[config.mk]
export PLATFORM = sky130hd
export DESIGN_NAME = key_in
export DESIGN_NICKNAME = d
export VERILOG_FILES = /design/src/rtl/key_in.sv
export SDC_FILE = /design/constraint.sdc
export NUM_CORES = 1
export LEC_CHECK = 0
export ABC_AREA = 1
export CAP_MARGIN = 5
export CORE_ASPECT_RATIO = 1.2
export CORE_MARGIN = 8
export CORE_UTILIZATION = 52
export CTS_BUF_LIST = sky130_fd_sc_hd__clkbuf_8
export DETAILED_ROUTE_END_ITERATION = 10
export GPL_TIMING_DRIVEN = 1
export PLACE_DENSITY = 0.94
export SLEW_MARGIN = 10
export SYNTH_ARGS = -nofsm -noshare
export SYNTH_HDL_FRONTEND = slang
export SYNTH_SLANG_ARGS = --single-unit
[constraint.sdc]
create_clock -name clk -period 2.7 [get_ports clk]
set_input_delay 0.405 -clock clk [delete_from_list [all_inputs] [get_ports clk]]
set_output_delay 0.405 -clock clk [all_outputs]
set_load 0.01 [all_outputs]
[src/rtl/key_in.sv]
// Keypad input device: synchronises and debounces an active-low key bus and
// presents KBSR/KBDR registers. Define KEY_IN_OVERRUN_EN to enable the KBSR[13] overrun flag.
module key_in #(
  parameter int DB_CYCLES = 16
) (
  input  logic        clk,
  input  logic        rst_n,
  input  logic [7:0]  KEY_BUS,
  input  logic [15:0] MDR,
  input  logic        LD_KBSR,
  input  logic        RD_KBDR,
  output logic [15:0] KBSR,
  output logic [15:0] KBDR,
  output logic        INT
);

  // state      | meaning
  // IDLE       | all keys released, waiting for any pressed line
  // DB_PRESS   | candidate pattern captured, counting stable samples
  // HELD       | key registered, waiting for full release
  // DB_RELEASE | all lines released, counting stable released samples
  typedef enum logic [1:0] {
    IDLE       = 2'd0,
    DB_PRESS   = 2'd1,
    HELD       = 2'd2,
    DB_RELEASE = 2'd3
  } state_t;

  localparam int CW = (DB_CYCLES > 2) ? $clog2(DB_CYCLES) : 1;
  localparam logic [CW-1:0] CNT_LAST = CW'(DB_CYCLES - 1);

  state_t        state, state_nxt;
  logic [CW-1:0] cnt, cnt_nxt;
  logic [7:0]    cand, cand_nxt;
  logic [7:0]    sync_1, sync;
  logic          reg_key;
  logic          ready, ie, ovr;
  logic [15:0]   kbdr_q;
  logic [7:0]    key_mask;
  logic [2:0]    key_idx;
  logic          key_multi;
  logic          unused_mdr;

  assign unused_mdr = ^{MDR[15], MDR[13:0]};

  function automatic logic [2:0] lowest_idx(input logic [7:0] m);
    logic [2:0] idx;
    idx = 3'd0;
    for (int i = 7; i >= 0; i--) begin
      if (m[i]) idx = 3'(i);
    end
    return idx;
  endfunction

  // Reset to all-released so a held key cannot look like a press during reset.
  always_ff @(posedge clk or negedge rst_n) begin
    if (!rst_n) begin
      sync_1 <= 8'hFF;
      sync   <= 8'hFF;
    end else begin
      sync_1 <= KEY_BUS;
      sync   <= sync_1;
    end
  end

  always_ff @(posedge clk or negedge rst_n) begin
    if (!rst_n) begin
      state <= IDLE;
      cnt   <= '0;
      cand  <= 8'hFF;
    end else begin
      state <= state_nxt;
      cnt   <= cnt_nxt;
      cand  <= cand_nxt;
    end
  end

  always_comb begin
    state_nxt = state;
    cnt_nxt   = cnt;
    cand_nxt  = cand;
    reg_key   = 1'b0;
    case (state)
      IDLE: begin
        if (sync != 8'hFF) begin
          cand_nxt  = sync;
          cnt_nxt   = '0;
          state_nxt = DB_PRESS;
        end
      end
      DB_PRESS: begin
        if (sync != cand) begin
          cnt_nxt   = '0;
          state_nxt = IDLE;
        end else if (cnt == CNT_LAST) begin
          reg_key   = 1'b1;
          cnt_nxt   = '0;
          state_nxt = HELD;
        end else begin
          cnt_nxt = cnt + 1'b1;
        end
      end
      HELD: begin
        if (sync == 8'hFF) begin
          cnt_nxt   = '0;
          state_nxt = DB_RELEASE;
        end
      end
      DB_RELEASE: begin
        if (sync != 8'hFF) begin
          cnt_nxt   = '0;
          state_nxt = HELD;
        end else if (cnt == CNT_LAST) begin
          cnt_nxt   = '0;
          state_nxt = IDLE;
        end else begin
          cnt_nxt = cnt + 1'b1;
        end
      end
      default: begin
        cnt_nxt   = '0;
        state_nxt = IDLE;
      end
    endcase
  end

  assign key_mask  = ~cand;
  assign key_idx   = lowest_idx(key_mask);
  assign key_multi = (key_mask & (key_mask - 8'd1)) != 8'd0;

  always_ff @(posedge clk or negedge rst_n) begin
    if (!rst_n) begin
      kbdr_q <= 16'h0000;
    end else if (reg_key) begin
      kbdr_q <= {key_mask, 4'b0000, key_multi, key_idx};
    end
  end

  // A registration on the same edge as a read leaves ready set.
  always_ff @(posedge clk or negedge rst_n) begin
    if (!rst_n) begin
      ready <= 1'b0;
      ie    <= 1'b0;
    end else begin
      if (reg_key)      ready <= 1'b1;
      else if (RD_KBDR) ready <= 1'b0;
      if (LD_KBSR)      ie <= MDR[14];
    end
  end

`ifdef KEY_IN_OVERRUN_EN
  always_ff @(posedge clk or negedge rst_n) begin
    if (!rst_n) begin
      ovr <= 1'b0;
    end else if (reg_key && ready) begin
      ovr <= 1'b1;
    end else if (RD_KBDR) begin
      ovr <= 1'b0;
    end
  end
`else
  assign ovr = 1'b0;
`endif

  assign KBSR = {ready, ie, ovr, 13'b0};
  assign KBDR = kbdr_q;
  assign INT  = ready & ie;

endmodule

## Word level (Yosys, flattened, before mapping)

Index checks and enable logic that the tools add are counted.

| operators by class | value |
|---|---|
| $add $sub $neg | 2 |
| multipliers | 0 |
| divide/modulo/power cells | 0 |
| order comparisons | 0 |
| equality and inequality tests | 11 |
| shift-type cells | 0 |
| mux-type cells | 26 |
| bitwise operators | 3 |
| reductions and logical operators | 6 |

Operator list:

| operator | count |
|---|---|
| 3-bit two-way mux | 8 |
| 4-bit two-way mux | 5 |
| 4-bit one-hot mux with 4 select lines | 1 |
| 2-bit two-way mux | 6 |
| 8-bit AND | 1 |
| 8-bit == test (second input constant) | 1 |
| 8-bit != test | 1 |
| 8-bit != test (second input constant) | 1 |
| 8-bit NOT | 1 |
| 2-bit one-hot mux with 4 select lines | 1 |
| 8-bit nonzero test | 1 |
| 8-bit by 1-bit subtractor with 8-bit output (second input constant) | 1 |
| 3-bit != test (second input constant) | 2 |
| 1-bit two-way mux | 5 |
| 4-bit by 1-bit adder with 4-bit output (second input constant) | 1 |
| 2-bit == test (second input constant) | 2 |
| 4-bit == test (second input constant) | 1 |
| 2-bit != test (second input constant) | 2 |
| 2-bit AND reduction | 2 |
| 4-bit AND reduction | 1 |
| 2-bit by 1-bit == test with 1-bit output (second input constant) | 1 |
| 2-bit zero test | 1 |
| 2-bit nonzero test | 1 |
| 1-bit AND | 1 |

| storage, ports and cells | value |
|---|---|
| register bits | 44 |
| latch bits | 0 |
| memory bits (writable) | 0 |
| ROM bits | 0 |
| bits of input ports | 28 |
| memories kept | 0 |

## Depth between registers and ports, before layout

Gate-level depths: netlist of run 1.

| logic depth | value |
|---|---|
| word-level depth | 9 |
| mapped depth | 11 |
| mapped depth without buffers | 11 |

## Worst setup path before layout of run 1

Ideal clock, no wire load.

| timing | value |
|---|---|
| path type | register -> register |
| from | register cand[6] |
| to | register kbdr_q[9], in the netlist KBDR[9] |
| setup time | 0.118 ns |
| data arrival time | 1.402 ns |
| required time | 2.582 ns |
| setup slack | 1.180 ns |
| cell stages (with the launch flop) | 11 |
| path buffers | 1 |
| period minus slack after synthesis | 1.520 ns |
| cell sequence | dfstp_2 > inv_1 > nand2_1 > nand2_1 > nor2_1 > nand2_1 > nor2_2 > nand4_2 > buf_4 > nand2_1 > o21ai_2 |

| between the ends | value |
|---|---|
| word-level cells in the longest chain between the ends | 3 |

Ends and longest elaborated chain:

| element | line | source |
|---|---|---|
| start: declaration | 34 | `logic [7:0] cand, cand_nxt;` |
| start signal: assignment | 74 | `cand <= cand_nxt;` |
| 8-bit != test | 92 | `if (sync != cand) begin` |
| 1-bit two-way mux | 92 |  |
| 1-bit two-way mux | 83 | `case (state)` |
| end signal: assignment | 135 | `kbdr_q <= {key_mask, 4'b0000, key_multi, key_idx};` |
| end: declaration | 38 | `logic [15:0] kbdr_q;` |

No other way between the ends.
A chain may end at the register's enable or synchronous reset.

## Worst setup path after layout of run 1

| timing | value |
|---|---|
| from | register cand[6] |
| to | register kbdr_q[3], in the netlist KBDR[3] |

| between the ends | value |
|---|---|
| word-level cells in the longest chain between the ends | 4 |
| elaborated cells on any way between the ends | 7 |

Ends and longest elaborated chain:

| element | line | source |
|---|---|---|
| 8-bit NOT | 127 | `assign key_mask = ~cand;` |
| 8-bit by 1-bit subtractor with 8-bit output | 129 | `assign key_multi = (key_mask & (key_mask - 8'd1)) != 8'd0;` |
| 8-bit AND | 129 |  |
| 8-bit nonzero test | 129 |  |

Several ways; a longest one is shown, not always the timed one.

==> summary.txt, run 1 <==
Status
  • Status: finished, final reports clean

Final layout
  • Fin area: 2396 µm²
  • Antenna fix cells: 0
  • Most frequent cells in the layout: nand2_1, clkdlybuf4s50_1, inv_1, dfstp_2, dfrtp_1
  • Post-layout nets: 298
  • Final design utilization: 61.77%
  • Share of layout cells above drive strength 1: 14.81%
  • Non-Filler Instances: 324
  • Commonest non-fill, non-tap cell in the layout: nand2_1
  • Area growth syn-to-layout: 15.22%

Worst setup path
  • Setup CP Type: reg2reg
  • Element type at the critical path start: register
  • CP endpoint kind: register
  • Worst EP arrival: 2.13 ns
  • Crit Path Max Fanout: 22
  • WP data required: 2.87 ns

STA
  • Worst relative slew slack: 39.49%
  • Final period util: 72.75%
  • Worst Tran Pin Value: 0.9077 ns
  • Finish-stage setup viols: 0
  • Max frequency: 0.5091 GHz
  • Final Max Slew Viols: 0
  • TNS Setup: 0 ns
  • Final Hold Viols: 0
  • Fin crit period: 1.964 ns
  • Final setup skew: 0.008060 ns
  • Worst path setup slack after routing: 0.7358 ns
  • RSZ-0062 raised after global routing: false

Detailed routing
  • Vias/cell: 4.821
  • Via count: 1562
  • Detailed Route Iter0 Violations: 69
  • Avg WL per Cell: 11.23 µm
  • Antenna Nets Post-Route: 0
  • Final WL: 3637 µm
  • DRC violations left: 0
  • Pre-antenna DRT Iters: 5

GRT
  • Initial antenna violation count: 0
  • First-pass GRT wire length: 6147 µm
  • Largest net degree at the start of global routing: 45
  • Grt total ovfl: 0
  • Gr usage total: 12.35%
  • Vias in the first global route: 1484

Clock network
  • CTS sink count: 44
  • Clock Root Buffer: clkbuf_8
  • Postcts setup bufs: 0
  • Clk_lat worst skew: 0.29 ns
  • Clock Path Buffers: 2
  • Worst-path clk slew: 0.08 ns
  • Hold buffer count at CTS: 0
  • CTS tree: built
  • Post_cts resized: 0
  • Cts bufs inserted: 5
  • H-tree levels: 2

Power
  • Peak supply drop: 0.4037 mV
  • P_sw: 0.0006162 W
  • Design internal power: 0.001161 W
  • Sw frac: 34.67%
  • Lkg Pwr: 1.181 nW
  • Reg power frac: 52.2%
  • Pwr dens: 741.9 nW/µm²
  • Clock power share: 22.9%
  • Combinational share of power: 24.9%

Place
  • Post-Place Cells: 316
  • Post-detail-place hpwl: 2791 µm
  • DP Area: 2302 µm²
  • Port buffer count: 27
  • Placement Setup Slack: 0.7357 ns
  • RePlAce Congestion: 0.8512

Synthesis
  • Gate count of the mapped netlist: 241
  • Synth Cell Area: 2079 µm²
  • Synth Area per Inst: 8.629 µm²
  • Ranking of synthesized cells by area: dfstp_2, dfrtp_1, nand2_1
  • YS warnings: 0
  • Seq cells post-synth: 44
  • Sequential fraction of the synthesis area: 54.39%
  • Synth cell types: 27
  • Yosys top cell area share: 30.32%
  • Yosys top cell by area: dfstp_2

Worst hold path
  • Hold Crit Class: in2async

Floorplan
  • Die H: 85.28 µm
  • Die area: 6287 µm²
  • Starting Density: 53.61%
  • Core box area: 3879 µm²
  • Row Count: 25
  • Width of the die: 73.73 µm
  • Io pins: 61

Flow run
  • Max Cap Viol: 0
## power groups by stage
| stage | Clock, W | Sequential, W | Combinational (W) |
|---|---|---|---|
| after global routing | 0.000450 | 0.000946 | 0.000515 |
| final | 0.000407 | 0.000929 | 0.000442 |
| after floorplan | 0 | 0.000902 | 0.000368 |
| after CTS | 0.000426 | 0.000925 | 0.000444 |
| after detailed placement | 0 | 0.000935 | 0.000441 |
| after global placement | 0 | 0.000930 | 0.000428 |
## critical path: stages, from the launching register on
cell	delay, ns
dfstp_2	0.60
inv_1	0.08
nand2_1	0.06
nand2_1	0.06
nor2_1	0.10
nand2_1	0.07
nor2_2	0.14
nand4_2	0.43
nand2_1	0.21
o21ai_1	0.08
## cell families after synthesis
group	share of synthesized area (%)
xor gates and xnor gates	0.4213
muxes	0.5415
buffers and inverters	13.06
DFF	54.39
and+or+nand+nor	20.40
AOI/OAI and AO/OA	10.41
other	0.1803
adders and majority gates	0.6016
## final timing paths
check,from,to,slack (ns),cells after the start
min in group clk,sync_1[0],sync[0],0.36,0
max in group asynchronous,rst_n,state[1],1.89,1
min reg2reg,sync_1[0],sync[0],0.36,0
max reg2reg,cand[6],KBDR[3],0.74,9
min,rst_n,KBDR[15],0.24,1
max,cand[6],KBDR[3],0.74,9
## layout make-up
cell class	count	area, µm²
Multi-Input combinational cell	165	740.7
Timing Repair Buffer	27	265.3
Clock buffer	6	82.58
Tap cell	54	67.56
Fill cell	380	1483
Sequential cell	44	1131
Clock inverter	2	11.26
Inverter	26	97.59
## sequential cells by signal (all words and copies together) (netlist names)
signal	count
KBDR	12
cand	8
cnt	4
ie	1
ready	1
state	2
sync	8
sync_1	8
## per-stage QoR
stage               hold slack, ns  total power [W]
floorplan                   0.1094         0.001270
global placement            0.3456         0.001358
detailed placement          0.3472         0.001376
CTS                         0.2630         0.001796
global route                0.3062         0.001911
finish                      0.2407         0.001778
## layer usage
metal	share of wire, %	track usage, %	vias to the layer above
li1	-	-	783
met3	6.3	3.184	7
met4	1.8	6.557	0
met2	50	21.89	36
met1	41	12.69	736
met5	0	0	-
## synthesized netlist by cell type
master and number:
o21bai_1 1, ha_1 1, o21ai_2 2, nand4_2 1, o21ai_0 18, nand2_1 76
nand4_1 3, xor2_1 1, dfrtp_1 20, dfstp_2 24, mux2_2 1, or2_2 1
buf_2 1, inv_1 24, buf_4 21, nor2_1 12, conb_1 1, a21oi_1 7
o21ai_1 9, o21a_1 1, o31ai_1 1, nor2_2 1, nand3_1 6, buf_6 1
o22ai_1 1, nor3_1 4, inv_2 2
No activity file was read; power rests on OpenSTA's default activity.
==> run 2, diff against run 1 <==
--- a/config.mk
+++ b/config.mk
@@ -9,11 +9,11 @@
 export CAP_MARGIN = 5
 export CORE_ASPECT_RATIO = 1.2
 export CORE_MARGIN = 8
-export CORE_UTILIZATION = 52
+export CORE_UTILIZATION = 49
 export CTS_BUF_LIST = sky130_fd_sc_hd__clkbuf_8
 export DETAILED_ROUTE_END_ITERATION = 10
 export GPL_TIMING_DRIVEN = 1
-export PLACE_DENSITY = 0.94
+export PLACE_DENSITY = 0.89
 export SLEW_MARGIN = 10
 export SYNTH_ARGS = -nofsm -noshare
 export SYNTH_HDL_FRONTEND = slang
==> constraint.sdc (replaced) <==
create_clock -name clk -period 1.9 [get_ports clk]
set_input_delay 0.285 -clock clk [delete_from_list [all_inputs] [get_ports clk]]
set_output_delay 0.285 -clock clk [all_outputs]
set_load 0.01 [all_outputs]
==> summary.txt, run 2 (synthesized netlist as in run 1, its figures left out) <==
Final layout
  • Register Area: 1131 µm² (unchanged)
  • Area growth syn-to-layout: 16.37%
  • Max FFs per register: 12 (unchanged)
  • Filler cells: 386 (+1.6%)
  • Share of layout cells above drive strength 1: 15.44% (+0.63 points)
  • Most frequent cells in the layout: nand2_1, clkdlybuf4s50_1, inv_1, dfstp_2, dfrtp_1
  • Final design utilization: 58.11% (-3.7 points)
  • Antenna fix cells: 0 (unchanged)
  • Post-layout nets: 300 (+0.67%)
  • Multi-input gate area: 740.7 µm² (unchanged)
  • Commonest non-fill, non-tap cell in the layout: nand2_1

GRT
  • Top Usage Layer GRT: met2
  • Grt total ovfl: 0 (unchanged)
  • Met3 Use GR: 4.608% (+1.4 points)
  • Initial antenna violation count: 0 (unchanged)
  • Met2 Usage GRT: 21.95% (+0.061 points)
  • Largest net degree at the start of global routing: 45 (unchanged)
  • Met1 Use GR: 11.90% (-0.79 points)
  • Vias in the first global route: 1549 (+4.4%)
  • Gr usage total: 12.59% (+0.25 points)
  • First-pass GRT wire length: 6272 µm (+2.0%)

Place
  • RePlAce Congestion: 0.9124 (+7.2%)
  • Post-detail-place hpwl: 2956 µm (+5.9%)
  • Port buffer count: 27 (unchanged)

Floorplan
  • Die area: 6593 µm² (+4.9%)
  • Width of the die: 75.47 µm (+2.4%)
  • Io pins: 61 (unchanged)
  • Row Count: 26 (+4.0%)
  • Die H: 87.36 µm (+2.4%)
  • Core box area: 4164 µm² (+7.4%)
  • Starting Density: 49.94% (-3.7 points)

Detailed routing
  • Detailed Route Iter0 Violations: 102 (+48%)
  • Via count: 1575 (+0.83%)
  • Avg WL per Cell: 11.65 µm (+3.8%)
  • Final WL: 3820 µm (+5.0%)
  • Vias/cell: 4.802 (-0.40%)
  • Pre-antenna DRT Iters: 4 (-1)
  • DRC violations left: 0 (unchanged)
  • Antenna Nets Post-Route: 0 (unchanged)

Status
  • Status: finished, final reports clean

Worst setup path
  • Element type at the critical path start: register
  • WP data required: 2.07 ns (-0.80 ns)
  • Worst EP arrival: 1.88 ns (-0.25 ns)
  • Setup CP Type: reg2reg
  • Crit Path Max Fanout: 5 (-77%)
  • Reg2Reg Setup Slack: 0.19 ns (-0.55 ns)
  • CP endpoint kind: register

Power
  • Reg power frac: 51.3% (-0.9 points)
  • Peak supply drop: 0.6509 mV (+61%)
  • Combinational share of power: 24.7% (-0.2 points)
  • Pwr dens: 1062 nW/µm² (+43%)
  • Design internal power: 0.001688 W (+45%)
  • P_sw: 0.0008804 W (+43%)
  • Lkg Pwr: 1.197 nW (+1.4%)
  • Clock power share: 24.0% (+1.1 points)
  • Sw frac: 34.27% (-0.39 points)

STA
  • Worst relative slew slack: 65.52% (+26 points)
  • Finish-stage setup viols: 0 (unchanged)
  • Final Hold Viols: 0 (unchanged)
  • Final Max Slew Viols: 0 (unchanged)
  • Fin crit period: 1.709 ns (-0.2549 ns)
  • Max frequency: 0.5850 GHz (+15%)
  • Final setup skew: 0.01166 ns (+0.003604 ns)
  • Final period util: 89.96% (+17 points)
  • TNS Setup: 0 ns (unchanged)
  • Worst Tran Pin Value: 0.5171 ns (-0.3906 ns)
  • RSZ-0062 raised after global routing: false

Clock network
  • Worst-path clk slew: 0.07 ns (about the same)
  • Clock Root Buffer: clkbuf_8
  • Hold buffer count at CTS: 0 (unchanged)
  • CTS sink count: 44 (unchanged)
  • Cts bufs inserted: 5 (unchanged)
  • Clock Path Buffers: 2 (unchanged)
  • Postcts setup bufs: 0 (unchanged)
  • Clk_lat worst skew: 0.30 ns (about the same)
  • Post_cts resized: 0 (unchanged)
  • CTS tree: built
  • H-tree levels: 2 (unchanged)

Worst hold path
  • Hold Crit Class: in2async

Flow run
  • Max Cap Viol: 0 (unchanged)
-- run 2: cell types whose count changed in the layout (fill, tap and decap cells not counted) --
cell / before / now
clkinvlp_4: 1 / 0
clkbuf_8: 6 / 7
buf_4: 0 / 2
-- run 2: power groups by stage --
stage | clock network, W | logic (W) | registers (W)
2_1_floorplan | 0 | 0.000523 | 0.00128
3_3_place_gp | 0 | 0.000609 | 0.00132
3_5_place_dp | 0 | 0.000633 | 0.00133
5_1_grt | 0.000669 | 0.000748 | 0.00133
4_1_cts | 0.000637 | 0.000637 | 0.00132
6_report | 0.000616 | 0.000636 | 0.00132
-- run 2: per-layer routing --
layer / up-vias / wire [µm]
met5: - / 0
met3: 9 / 300
met4: 0 / 121
met1: 723 / 1419
li1: 788 / -
met2: 55 / 1978
-- run 2: layout make-up --
type,instances,area share [%]
Multi-Input combinational cell,165,30.61
Tap cell,56,2.896
Clock buffer,7,3.981
Inverter,26,4.033
Timing Repair Buffer,29,11.58
Sequential cell,44,46.74
Clock inverter,1,0.1551
-- run 2: worst max-delay path, stage by stage (launching register included) --
cell and delay, ns:
dfstp_2 0.54, inv_1 0.06, nor3_1 0.29, nand2_1 0.16
o21ai_1 0.24, inv_1 0.14, nand2_1 0.07, o21ai_0 0.08
-- run 2: worst paths after layout --
check                            end  startpoint  cells past startpoint
hold reg to reg              sync[6]   sync_1[6]                      0
setup / recovery              cnt[3]     sync[2]                      7
setup reg to reg              cnt[3]     sync[2]                      7
hold / removal               KBDR[1]       rst_n                      2
min in group clk             sync[6]   sync_1[6]                      0
max in group asynchronous  sync_1[3]       rst_n                      2
-- run 2: per-stage QoR --
step	worst slack [ns]	std cells	cell area [µm²]	hold WS, ns	power [W]
floorplan	0.3796	258	2143	-0.01059	0.001805
global placement	0.2580	320	2320	0.3462	0.001931
detailed placement	0.2078	320	2320	0.3468	0.001964
CTS	0.1919	328	2420	0.04637	0.002590
global route	0.004594	328	2420	0.07504	0.002751
finish	0.1907	328	2420	0.03095	0.002569
==> run 3, diff against run 2 <==
--- a/config.mk
+++ b/config.mk
@@ -12,6 +12,7 @@
 export CORE_UTILIZATION = 49
 export CTS_BUF_LIST = sky130_fd_sc_hd__clkbuf_8
 export DETAILED_ROUTE_END_ITERATION = 10
+export GPL_ROUTABILITY_DRIVEN = 0
 export GPL_TIMING_DRIVEN = 1
 export PLACE_DENSITY = 0.89
 export SLEW_MARGIN = 10
==> summary.txt, run 3 (synthesized netlist as in run 1, its figures left out) <==
Worst setup path
  • CP max stage cell: dfstp_2
  • WP data required: 2.08 ns (about the same)
  • CP endpoint kind: register
  • Critical path cell sequence: inv_1 > nand2_1 > nand2_1 > nor2_1 > nand2_1 > nor2_2 > nand4_2 > buf_4 > nand2_1 > o21ai_0
  • Reg2reg start: cand[6]
  • Crit Path Max Fanout: 22 (+17)
  • Element type at the critical path start: register
  • Crit path from: cand[6]
  • Worst EP arrival: 1.87 ns (about the same)
  • Most frequent CP cell: nand2_1
  • CP max stage delay: 0.60 ns (+0.06 ns)
  • Setup CP Type: reg2reg

Status
  • Status: finished, final reports clean

STA
  • Fin crit period: 1.686 ns (-0.02357 ns)
  • Final Hold Viols: 0 (unchanged)
  • Max frequency: 0.5932 GHz (+1.4%)
  • RSZ-0062 raised after global routing: false
  • Final Max Slew Viols: 0 (unchanged)
  • TNS Setup: 0 ns (unchanged)
  • Final period util: 88.72% (-1.2 points)
  • Finish-stage setup viols: 0 (unchanged)
  • Final setup skew: 0.01130 ns (-0.0003620 ns)

Floorplan
  • Row Count: 26 (unchanged)
  • Die area: 6593 µm² (unchanged)
  • Die H: 87.36 µm (unchanged)
  • Width of the die: 75.47 µm (unchanged)
  • Core box area: 4164 µm² (unchanged)
  • Starting Density: 49.94% (unchanged)
  • Io pins: 61 (unchanged)

Final layout
  • Filler cells: 385 (-0.26%)
  • Share of layout cells above drive strength 1: 16.48% (+1.0 points)
  • Commonest non-fill, non-tap cell in the layout: nand2_1
  • Most frequent cells in the layout: nand2_1, clkdlybuf4s50_1, inv_1, dfstp_2, dfrtp_1
  • Post-layout nets: 301 (+0.33%)
  • Antenna fix cells: 0 (unchanged)
  • Area growth syn-to-layout: 17.39%
  • Non-Filler Instances: 329 (+0.30%)
  • Max FFs per register: 12 (unchanged)

Clock network
  • CTS tree: built
  • CTS sink count: 44 (unchanged)
  • Clock Root Buffer: clkbuf_8
  • Clock Path Buffers: 2 (unchanged)
  • Worst-path clk slew: 0.08 ns (about the same)
  • Cts bufs inserted: 5 (unchanged)
  • Clk_lat worst skew: 0.30 ns (about the same)
  • H-tree levels: 2 (unchanged)

GRT
  • Gr usage total: 13.36% (+0.76 points)
  • Initial antenna violation count: 0 (unchanged)
  • Vias in the first global route: 1530 (-1.2%)
  • Largest net degree at the start of global routing: 26 (-42%)
  • Grt total ovfl: 0 (unchanged)
  • First-pass GRT wire length: 6713 µm (+7.0%)

Place
  • Port buffer count: 27 (unchanged)
  • Post-detail-place hpwl: 3053 µm (+3.3%)
  • Post-Place Cells: 320 (unchanged)

Detailed routing
  • Vias/cell: 4.866 (+1.3%)
  • Via count: 1601 (+1.7%)
  • Final WL: 4003 µm (+4.8%)
  • DRC violations left: 0 (unchanged)
  • Avg WL per Cell: 12.17 µm (+4.5%)
  • Pre-antenna DRT Iters: 4 (unchanged)
  • Antenna Nets Post-Route: 0 (unchanged)
  • Detailed Route Iter0 Violations: 126 (+24%)

Flow run
  • Max Cap Viol: 0 (unchanged)

Power
  • Power Total: 0.002537 W (-1.2%)
  • Pwr dens: 1039 nW/µm² (-2.1%)
  • Lkg Pwr: 1.203 nW (+0.52%)
  • Peak supply drop: 0.4273 mV (-34%)

Worst hold path
  • Hold Crit Class: reg2reg
  • Min-delay src: sync_1[2]
## run 3: final timing paths
kind | end | slack [ns] | cells after the start
setup / recovery | KBDR[0] | 0.21 | 10
hold / removal | sync[2] | 0.36 | 0
setup reg to reg | KBDR[0] | 0.21 | 10
hold reg to reg | sync[2] | 0.36 | 0
max in group asynchronous | sync[7] | 0.86 | 3
min in group asynchronous | KBDR[3] | 0.48 | 2
## run 3: metrics by stage
step	worst slack, ns	util (%)	hold WS [ns]	instance area, µm²
6_report	0.2143	58.62	0.3570	2441
3_3_place_gp	0.2179	56.01	0.2535	2332
2_1_floorplan	0.3796	-	-0.01059	2143
5_1_grt	0.02230	58.62	0.3620	2441
3_5_place_dp	0.1846	56.01	0.2582	2332
4_1_cts	0.1698	58.26	0.3580	2426
## run 3: area by class of cell
type | instances | area [µm²] | area share, %
clock inverters | 3 | 15.01 | 0.6151
well taps | 56 | 70.07 | 2.870
multi-input cells | 165 | 755.7 | 30.96
repair buffers | 30 | 302.8 | 12.40
flip-flops and latches | 44 | 1131 | 46.34
clock buffers | 5 | 68.82 | 2.819
inverters | 26 | 97.59 | 3.998
## run 3: report_power, final
part / total (W) / switching, W / leakage, nW / internal, W
sequential: 0.00132 / 0.000178 / 0.527 / 0.00114
clock: 0.000555 / 0.000303 / 0.0496 / 0.000252
combinational: 0.000664 / 0.000435 / 0.627 / 0.000229
## run 3: worst max-delay path, delay by kind of cell (launching register included)
family	cells	cell delay [ns]
compound gates	1	0.07
buf+inv	2	0.30
flops	1	0.60
simple gates	7	0.59
## run 3: timing repair
item,in CTS,in global routing
endpoints found under the hold margin,11,0
setup buffers,0,0
resized for setup,0,3
hold buffers,1,0
setup endpoints to repair,0,9
## run 3: metal layers
layer  wire length (µm)  track usage [%]  vias up  share of wire [%]
li1                   -                -      790                  -
met1               1542            14.03      753                 39
met2               2114            22.97       50                 53
met3                255            3.571        8                6.4
met4                 90            7.706        0                2.2
met5                  0                0        -                  0
